$ cat config.mk
export PLATFORM = sky130hd
export DESIGN_NAME = f_fetch_unit
export DESIGN_NICKNAME = d
export VERILOG_FILES = /design/src/rtl/f_fetch_unit.sv
export SDC_FILE = /design/constraint.sdc
export NUM_CORES = 1
export LEC_CHECK = 0
export CORE_ASPECT_RATIO = 1.5
export CORE_MARGIN = 8
export CORE_UTILIZATION = 45
export CTS_BUF_LIST = sky130_fd_sc_hd__clkbuf_4
export CTS_CLUSTER_DIAMETER = 200
export DETAILED_ROUTE_END_ITERATION = 10
export GPL_TIMING_DRIVEN = 0
export HOLD_SLACK_MARGIN = 0.15
export MAX_ROUTING_LAYER = met4
export PLACE_DENSITY = 0.85
export SKIP_CTS_REPAIR_TIMING = 1
export SYNTH_ARGS = -nofsm -noshare
export SYNTH_HDL_FRONTEND = slang
export SYNTH_SLANG_ARGS = --single-unit
$ cat constraint.sdc
create_clock -name clk -period 3.2 [get_ports clk]
set_clock_uncertainty 0.15 [all_clocks]
set_input_delay 0.64 -clock clk [delete_from_list [all_inputs] [get_ports clk]]
set_output_delay 0.64 -clock clk [all_outputs]
set_load 0.005 [all_outputs]
$ cat src/rtl/f_fetch_unit.sv
// Fetch stage and F/D pipeline register for the five-stage MIPS core.
// Chooses the next PC, flags misaligned or out-of-range fetches (AdEL) and registers F into D.
module f_fetch_unit #(
   parameter logic [31:0] PC_INIT   = 32'h0000_3000,
   parameter logic [31:0] EXC_ENTRY = 32'h0000_4180,
   parameter logic [31:0] IM_BASE   = 32'h0000_3000,
   parameter logic [31:0] IM_END    = 32'h0000_6FFC
) (
   input  logic        clk,
   input  logic        reset,
   input  logic [31:0] F_Instr,
   input  logic        F_Stall,
   input  logic [1:0]  D_NPCOp,
   input  logic        D_BrTaken,
   input  logic [31:0] D_Imm32,
   input  logic [31:0] D_RsData,
   input  logic        D_Eret,
   input  logic [31:0] EPC,
   input  logic        Req,
   output logic [31:0] F_PC,
   output logic [31:0] D_PC,
   output logic [31:0] D_Instr,
   output logic [4:0]  D_ExcCode,
   output logic        D_BD
);

   typedef enum logic [1:0] {
      NPC_SEQ = 2'd0,
      NPC_BR  = 2'd1,
      NPC_J   = 2'd2,
      NPC_JR  = 2'd3
   } npc_op_e;

   localparam logic [4:0] EXC_NONE = 5'd0;
   localparam logic [4:0] EXC_ADEL = 5'd4;

   function automatic logic fetch_adel(input logic [31:0] pc);
      return (pc[1:0] != 2'b00) || (pc < IM_BASE) || (pc > IM_END);
   endfunction

   function automatic logic [31:0] branch_target(input logic [31:0] pc,
                                                 input logic [31:0] imm);
      return pc + 32'd4 + {imm[29:0], 2'b00};
   endfunction

   function automatic logic [31:0] jump_target(input logic [31:0] pc,
                                               input logic [31:0] instr);
      return {pc[31:28], instr[25:0], 2'b00};
   endfunction

   logic [31:0] f_pc_q, f_pc_d;
   logic [31:0] d_pc_q, d_pc_d;
   logic [31:0] d_instr_q, d_instr_d;
   logic [4:0]  d_exc_q, d_exc_d;
   logic        d_bd_q, d_bd_d;
   logic [31:0] npc;
   logic        f_adel;
   npc_op_e     npc_op;

   assign npc_op = npc_op_e'(D_NPCOp);
   assign f_adel = fetch_adel(f_pc_q);

   // eret outranks every D-stage control transfer
   always_comb begin
      npc = f_pc_q + 32'd4;
      if (D_Eret) begin
         npc = EPC;
      end else begin
         case (npc_op)
            NPC_JR:  npc = D_RsData;
            NPC_J:   npc = jump_target(d_pc_q, d_instr_q);
            NPC_BR:  npc = D_BrTaken ? branch_target(d_pc_q, D_Imm32) : f_pc_q + 32'd4;
            default: npc = f_pc_q + 32'd4;
         endcase
      end
   end

   always_comb begin
      f_pc_d    = f_pc_q;
      d_pc_d    = d_pc_q;
      d_instr_d = d_instr_q;
      d_exc_d   = d_exc_q;
      d_bd_d    = d_bd_q;
      if (Req) begin
         f_pc_d    = EXC_ENTRY;
         d_pc_d    = EXC_ENTRY;
         d_instr_d = 32'd0;
         d_exc_d   = EXC_NONE;
         d_bd_d    = 1'b0;
      end else if (!F_Stall) begin
         f_pc_d = npc;
         d_pc_d = f_pc_q;
         d_bd_d = (D_NPCOp != 2'd0);
         if (f_adel) begin
            d_instr_d = 32'd0;
            d_exc_d   = EXC_ADEL;
         end else if (D_Eret) begin
            // eret has no delay slot: the fetched instruction is squashed
            d_instr_d = 32'd0;
            d_exc_d   = EXC_NONE;
            d_bd_d    = 1'b0;
         end else begin
            d_instr_d = F_Instr;
            d_exc_d   = EXC_NONE;
         end
      end
   end

   always_ff @(posedge clk or posedge reset) begin
      if (reset) begin
         f_pc_q    <= PC_INIT;
         d_pc_q    <= 32'd0;
         d_instr_q <= 32'd0;
         d_exc_q   <= EXC_NONE;
         d_bd_q    <= 1'b0;
      end else begin
         f_pc_q    <= f_pc_d;
         d_pc_q    <= d_pc_d;
         d_instr_q <= d_instr_d;
         d_exc_q   <= d_exc_d;
         d_bd_q    <= d_bd_d;
      end
   end

   assign F_PC      = f_pc_q;
   assign D_PC      = d_pc_q;
   assign D_Instr   = d_instr_q;
   assign D_ExcCode = d_exc_q;
   assign D_BD      = d_bd_q;

endmodule

==> results of run 1 <==
[cell type report]
class                      count  area share, %
antenna                        3         0.0690
buffer                        63           3.29
clock buffer                   9          0.621
clock inverter                 7          0.850
inverter                      23          0.827
multi-input combinational    731           47.8
sequential                    98           22.5
tap                          213           2.45
timing repair buffer         233           21.6
[flip-flops by register name (all words and copies together), names as in the netlist]
signal	count
D_ExcCode	1
F_PC	32
D_BD	1
D_Instr	32
D_PC	32
[path summary, 6_finish.rpt]
| kind | to | slack, ns | from |
|---|---|---|---|
| min in group asynchronous | D_PC[16] | 0.39 | reset |
| setup reg to reg | F_PC[23] | -0.009 | D_PC[3] |
| max in group asynchronous | F_PC[12] | 1.61 | reset |
| setup / recovery | F_PC[23] | -0.009 | D_PC[3] |
| hold reg to reg | D_Instr[31] | 0.38 | D_Instr[31] |
| hold / removal | D_Instr[31] | 0.38 | D_Instr[31] |
[routing by layer]
metal  part of all wire (%)  track usage (%)
met2                     50             50.7
met4                    6.0             17.5
met3                    7.4             5.80
met5                      0                -
met1                     36             30.7
[cells in the final DEF, fill, tap and decap left out, drive strengths merged, types with 22 or more instances in the layout]
cell type      count
clkdlybuf4s50    226
clkbuf            56
nor2              94
dfrtp             96
xor2              22
o21ai             40
ha                58
a22o              32
a21oi             77
mux2i             56
nand2             76
inv               24
[report_power, final]
group	leakage, nW	total (mW)	switching, mW	internal (mW)
logic	3.28	1.09	0.581	0.508
clock network	0.0862	0.792	0.533	0.260
registers	1.31	1.37	0.0795	1.29
total	4.68	3.25	1.19	2.06
[critical path, stage by stage, from the launching register on]
cell      delay (ns)
dfrtp_1         0.44
ha_1            0.29
ha_2            0.18
inv_2           0.04
fa_2            0.36
nand2b_4        0.17
a21oi_4         0.19
o211ai_1        0.11
buf_4           0.18
a21o_4          0.24
a32oi_4         0.38
xnor2_1         0.23
a21oi_1         0.11
[logic make-up (layout without fill, tap and decap cells)]
| group | after synthesis | in the layout | share of synthesized area [%] |
|---|---|---|---|
| DFF | 98 | 98 | 31.0 |
| other | 1 | 7 | 0.0474 |
| AOI/OAI and AO/OA | 270 | 270 | 23.2 |
| muxes | 63 | 63 | 8.07 |
| adders and majority gates | 59 | 59 | 9.42 |
| and+or+nand+nor | 292 | 292 | 17.8 |
| buffers and inverters | 90 | 335 | 5.75 |
| xor gates and xnor gates | 43 | 43 | 4.76 |
==> impl_metrics.ini, run 1 <==
[synth]
synth_ff_type = dfrtp_1
synthCells = 916
synthArstFlopShare_pct = 100
ys_seq_area_share_pct = 31.0
synth_warnings = 0
yosys-top-cells-area = dfrtp_1 30%, ha_1 9.2%, mux2i_1 7.1%, a21oi_1 4.9%, nor2_1 4.5%
synth.most_common_cell = dfrtp_1
synth-edff-count = 0
yosysTopAreaCell = dfrtp_1
netlist_area_um2 = 7920
syn_avg_cell_area_um2 = 8.65
synth-seq-cells = 98
synth_cell_type_count = 72
ys_top_cells_by_count = 96 x dfrtp_1, 94 x nor2_1, 77 x a21oi_1, 76 x nand2_1, 58 x ha_1
synth_top_area_share_pct = 30.3

[drt]
num_vias = 8616
final_antenna_net_count = 0
via_per_inst = 6.24
wl_um = 33400
firstDrtPassIters = 7
drt-initial-drc-count = 688
drc_errors = 0
routedWlPerCell_um = 24.2

[worst_setup_path]
critPathMaxFanout = 6
worstRegToRegCells = 12
cp-start-kind = register
critPathRequiredTime_ns = 3.45
arrival_ns = 3.46
endpoint_kind = register
crit_type = register to register

[worst_hold_path]
hold_class = register to register
whs_path_depth = 1

[global_routing]
antenna_found_initial = 3
grt_pass1_wl_um = 49800
grt_max_degree = 40
grt_pass1_vias = 8736
grt.total_usage_pct = 29.3
grt-ovfl-total = 0

[placed_design]
hpwl_um = 26300
placed_cells = 1362
io_buffers = 228
pre_cts_slack_ns = -1.10
gp_routability_congestion = 0.999
placed_cell_area_um2 = 10500

[floorplan]
dieWidth_um = 124
io_pins = 238
die_height_um = 178
initial_core_util_pct = 45.8
dieArea_um2 = 22200
row_count = 59
core_um2 = 17300

[finish]
instances_no_fill = 1380
final_nets = 1354
final_area_um2 = 10900
fillers = 1546
synthToLayoutAreaGrowth_pct = 37.5
drive_gt1_share_pct = 7.90
multi_input_area_um2 = 5200
ff_latch_area_um2 = 2450
final_core_util_pct = 63.0

[clock_network]
numCtsBuffers = 9
cts-root-buf = clkbuf_4
cts_sinks = 98
h-tree-depth = 3
cts.path.max_buffers = 2
clk_pin_slew_ns = 0.21
clock_latency_ns = 0.52
tritoncts = yes

[outcome]
outcome = complete, but fails checks
violations = setup timing

[sta]
hold_viol = 0
tightest_slew_ns = 0.938
finalMaxSlewViolations = 0
holdWs_ns = 0.383
rsz0062_at_grt = true
timing.fmax_ghz = 0.312
slew_headroom_pct = 35.8
setup_viol = 2
final.period_utilization_pct = 100
fin_ws_ns = -0.00920
min_period_ns = 3.21
tns_ns = -0.0115

[pwr]
p_leak_nw = 4.68
ir_drop_uv = 189
power_mw = 3.25
power.density_nw_per_um2 = 298

[flow_run]
cap_violations = 0
(Power assumes the default switching activity.)
==> run 2, diff against run 1 <==
--- a/config.mk
+++ b/config.mk
@@ -7,14 +7,13 @@
 export LEC_CHECK = 0
 export CORE_ASPECT_RATIO = 1.5
 export CORE_MARGIN = 8
-export CORE_UTILIZATION = 45
+export CORE_UTILIZATION = 30
 export CTS_BUF_LIST = sky130_fd_sc_hd__clkbuf_4
 export CTS_CLUSTER_DIAMETER = 200
 export DETAILED_ROUTE_END_ITERATION = 10
 export GPL_TIMING_DRIVEN = 0
-export HOLD_SLACK_MARGIN = 0.15
 export MAX_ROUTING_LAYER = met4
-export PLACE_DENSITY = 0.85
+export PLACE_DENSITY = 0.62
 export SKIP_CTS_REPAIR_TIMING = 1
 export SYNTH_ARGS = -nofsm -noshare
 export SYNTH_HDL_FRONTEND = slang
==> constraint.sdc (replaced) <==
create_clock -name clk -period 2.69 [get_ports clk]
set_clock_uncertainty 0.15 [all_clocks]
set_input_delay 0.538 -clock clk [delete_from_list [all_inputs] [get_ports clk]]
set_output_delay 0.538 -clock clk [all_outputs]
set_load 0.005 [all_outputs]
==> impl_metrics.ini, run 2 (synthesis gave the netlist of run 1 again) <==
[outcome]
outcome = complete, but fails checks
violations = setup timing

[pwr]
power.density_nw_per_um2 = 327
ir_drop_uv = 193
p_leak_nw = 4.87

[worst_setup_path]
cp-start-kind = register
crit_type = register to register
arrival_ns = 3.30
endpoint_kind = register
critPathMaxFanout = 4
critPathRequiredTime_ns = 2.92
crit_path_max_incr_delay_ns = 0.46
critPathSlowestCell = dfrtp_1
crit_chain = ha_4 -> ha_4 -> inv_2 -> fa_2 -> nand2b_4 -> a21oi_4 -> o211ai_1 -> buf_4 -> buf_4 -> a2111oi_4 -> nor3_2 -> xor2_1 -> o32ai_2
r2r_slack_ns = -0.38

[floorplan]
die_height_um = 215
row_count = 73
dieArea_um2 = 32000
initial_core_util_pct = 30.2
dieWidth_um = 149
core_um2 = 26200
io_pins = 238

[clock_network]
cts-root-buf = clkbuf_4
cts.path.max_buffers = 2
numCtsBuffers = 9
clk_pin_slew_ns = 0.16
h-tree-depth = 3
tritoncts = yes
clock_latency_ns = 0.51
cts_sinks = 98

[placed_design]
pre_cts_slack_ns = -1.43
io_buffers = 228
hpwl_um = 28100
gp_routability_congestion = 0.946

[sta]
timing.fmax_ghz = 0.326
setup_viol = 20
finalMaxSlewViolations = 0
slew_headroom_pct = 38.4
min_period_ns = 3.07
hold_viol = 0
rsz0062_at_grt = true
final.period_utilization_pct = 114
holdWs_ns = 0.309
fin_ws_ns = -0.380
tightest_slew_ns = 0.925

[finish]
final_common_cell = clkdlybuf4s50_1
final_nets = 1379
final_cell_mix = 224 x clkdlybuf4s50_1, 93 x nor2_1, 88 x dfrtp_1, 73 x nand2_1, 68 x a21oi_1
synthToLayoutAreaGrowth_pct = 47.5
drive_gt1_share_pct = 14.9

[drt]
via_per_inst = 5.54
drt-initial-drc-count = 566
routedWlPerCell_um = 23.4
drc_errors = 0
num_vias = 8468
firstDrtPassIters = 5
wl_um = 35700
final_antenna_net_count = 0

[worst_hold_path]
hold_class = primary input to async pin

[flow_run]
cap_violations = 0

[global_routing]
grt_pass1_vias = 8714
grt_pass1_wl_um = 52300
antenna_found_initial = 3
grt_max_degree = 38
grt-ovfl-total = 0
grt.total_usage_pct = 22.2
-- run 2: cell count changes in the layout (fill, tap and decap cells not counted), sizes merged --
cell           before  now
dlymetal6s2s        2    4
clkdlybuf4s50     226  224
bufinv              1    0
inv                24   20
clkinvlp            1    2
clkinv              4    7
clkbuf             56   54
buf                21   49
-- run 2: worst max-delay path: cells and delay by family (launching register included) --
kind | cells | cell delay [ns]
adders and majority gates | 3 | 0.75
AOI/OAI and AO/OA | 4 | 0.75
DFF | 1 | 0.46
buffers and inverters | 3 | 0.34
and+or+nand+nor | 2 | 0.25
xor gates and xnor gates | 1 | 0.23
-- run 2: worst paths after layout --
path                            cells past startpoint           to         from
worst max register to register                     13     F_PC[25]      D_PC[3]
worst min register to register                      1  D_Instr[28]  D_Instr[28]
max in group asynchronous                           3     F_PC[12]        reset
worst max-delay path                               13     F_PC[25]      D_PC[3]
min in group clk                                    1  D_Instr[28]  D_Instr[28]
worst min-delay path                                2     D_PC[16]        reset
-- run 2: power by group --
| group | total (mW) | internal [mW] | switching (mW) |
|---|---|---|---|
| Sequential | 1.64 | 1.53 | 0.106 |
| Combinational | 1.43 | 0.689 | 0.740 |
| Clock | 0.754 | 0.193 | 0.560 |
-- run 2: routing by layer --
metal / wire [um] / track usage (%) / vias to the layer above
met5: 0 / - / -
met3: 2290 / 4.12 / 80
met4: 1690 / 11.6 / 0
li1: - / - / 3931
met2: 18000 / 37.9 / 381
met1: 13800 / 24.1 / 4076
-- run 2: layout make-up --
cell class | instances | area (um^2)
Antenna cell | 3 | 7.51
Tap cell | 337 | 422
Buffer | 61 | 387
Timing Repair Buffer | 260 | 2570
Sequential cell | 98 | 2460
Clock buffer | 10 | 75.1
Multi-Input combinational cell | 731 | 5630
Fill cell | 2589 | 14500
Clock inverter | 6 | 33.8
Inverter | 23 | 90.1
-- run 2: metrics by stage --
stage / std cells / power (mW) / util [%] / instance area (um^2) / setup TNS (ns)
2_1_floorplan: 919 / 2.32 / - / 8140 / -0.509
3_3_place_gp: 1484 / 2.94 / 41.4 / 10800 / -88.88
3_5_place_dp: 1486 / 2.96 / 41.5 / 10900 / -49.93
4_1_cts: 1502 / 3.73 / 41.9 / 11000 / -23.55
5_1_grt: 1529 / 4.02 / 44.6 / 11700 / -5.57
6_report: 1529 / 3.82 / 44.6 / 11700 / -3.91
==> run 3, diff against run 2 <==
--- a/config.mk
+++ b/config.mk
@@ -8,7 +8,7 @@
 export CORE_ASPECT_RATIO = 1.5
 export CORE_MARGIN = 8
 export CORE_UTILIZATION = 30
-export CTS_BUF_LIST = sky130_fd_sc_hd__clkbuf_4
+export CTS_BUF_LIST = sky130_fd_sc_hd__clkbuf_8
 export CTS_CLUSTER_DIAMETER = 200
 export DETAILED_ROUTE_END_ITERATION = 10
 export GPL_TIMING_DRIVEN = 0
==> impl_metrics.ini, run 3 (synthesis gave the netlist of run 1 again) <==
[outcome]
outcome = complete, but fails checks
violations = setup timing

[worst_setup_path]
endpoint_kind = register
r2r_slack_ns = -0.35
critPathMaxFanout = 8
crit_type = primary input to register
critPathRequiredTime_ns = 2.82
arrival_ns = 3.19
cp-start-kind = primary input

[global_routing]
antenna_found_initial = 1
grt_max_degree = 38
grt-ovfl-total = 0
grt.total_usage_pct = 22.3
grt_pass1_vias = 8756
grt_pass1_wl_um = 52700

[finish]
final_nets = 1394
drive_gt1_share_pct = 18.1
synthToLayoutAreaGrowth_pct = 53.5
final_common_cell = clkdlybuf4s50_1
final_area_um2 = 12200
final_cell_mix = 213 x clkdlybuf4s50_1, 92 x nor2_1, 88 x dfrtp_1, 72 x nand2_1, 68 x a21oi_1

[clock_network]
cts_sinks = 98
clk_pin_slew_ns = 0.10
tritoncts = yes
h-tree-depth = 3
cts.path.max_buffers = 2
cts-root-buf = clkbuf_8
numCtsBuffers = 9
clock_latency_ns = 0.40

[placed_design]
pre_cts_slack_ns = -1.43
placed_cell_area_um2 = 10900
io_buffers = 228
gp_routability_congestion = 0.946
hpwl_um = 28100

[pwr]
ir_drop_uv = 286
power.density_nw_per_um2 = 340
p_leak_nw = 5.09

[floorplan]
row_count = 73
io_pins = 238
dieWidth_um = 149
die_height_um = 215
initial_core_util_pct = 30.2
dieArea_um2 = 32000
core_um2 = 26200

[drt]
drc_errors = 0
wl_um = 36300
drt-initial-drc-count = 643
num_vias = 8611
firstDrtPassIters = 7
via_per_inst = 5.58
routedWlPerCell_um = 23.5
final_antenna_net_count = 0

[sta]
slew_headroom_pct = 39.6
finalMaxSlewViolations = 0
final.period_utilization_pct = 114
hold_viol = 0
fin_ws_ns = -0.369
rsz0062_at_grt = true
tightest_slew_ns = 0.902
timing.fmax_ghz = 0.327
setup_viol = 19
min_period_ns = 3.06

[flow_run]
cap_violations = 0

[worst_hold_path]
hold_class = register to register
## run 3: cell types whose count changed in the layout (fill, tap and decap cells not counted), sizes merged
cell | previous run | this run
buf | 49 | 65
dlymetal6s2s | 4 | 15
clkinv | 7 | 5
inv | 20 | 21
clkdlybuf4s50 | 224 | 213
diode | 3 | 2
## run 3: area by class of cell
type | instances | area, um^2
buffer | 61 | 404
antenna | 2 | 5.00
fill | 2521 | 14100
timing repair buffer | 275 | 2710
tap | 337 | 422
clock inverter | 5 | 30.0
sequential | 98 | 2460
clock buffer | 11 | 151
inverter | 23 | 90.1
multi-input combinational | 731 | 5880
## run 3: worst max-delay path, stage by stage
cell	delay, ns
clkdlybuf4s50_1	0.41
ha_1	0.30
ha_1	0.45
a21oi_1	0.17
o21bai_1	0.15
a21o_1	0.21
a211oi_2	0.10
or3_1	0.36
and4_1	0.21
or3_1	0.29
## run 3: path summary, 6_finish.rpt
check / from / end / cells past startpoint
setup / recovery: D_Imm32[20] / F_PC[29] / 10
hold / removal: D_Instr[28] / D_Instr[28] / 1
setup reg to reg: D_PC[3] / F_PC[27] / 13
max in group asynchronous: reset / F_PC[12] / 3
hold reg to reg: D_Instr[28] / D_Instr[28] / 1
min in group asynchronous: reset / D_PC[16] / 2
## run 3: where the power goes
group / switching [mW] / internal [mW]
registers: 0.108 / 1.53
clock network: 0.580 / 0.383
logic: 0.774 / 0.751
## run 3: routing by layer
metal | vias up | global-route usage [%] | share of wire, %
li1 | 3951 | - | -
met1 | 4150 | 24.6 | 38
met2 | 426 | 38.4 | 50
met3 | 84 | 3.58 | 6.9
met4 | 0 | 10.4 | 4.4
met5 | - | - | 0
## run 3: metrics by stage
stage / power, mW / setup TNS (ns) / utilization [%] / hold WS (ns) / cells
after floorplan: 2.32 / -0.509 / - / 0.348 / 919
after global placement: 2.94 / -88.88 / 41.4 / 0.340 / 1484
after detailed placement: 2.96 / -49.93 / 41.5 / 0.343 / 1486
after CTS: 3.94 / -26.89 / 42.2 / 0.372 / 1502
after global routing: 4.35 / -5.62 / 46.4 / 0.389 / 1542
final: 4.13 / -3.72 / 46.4 / 0.366 / 1543
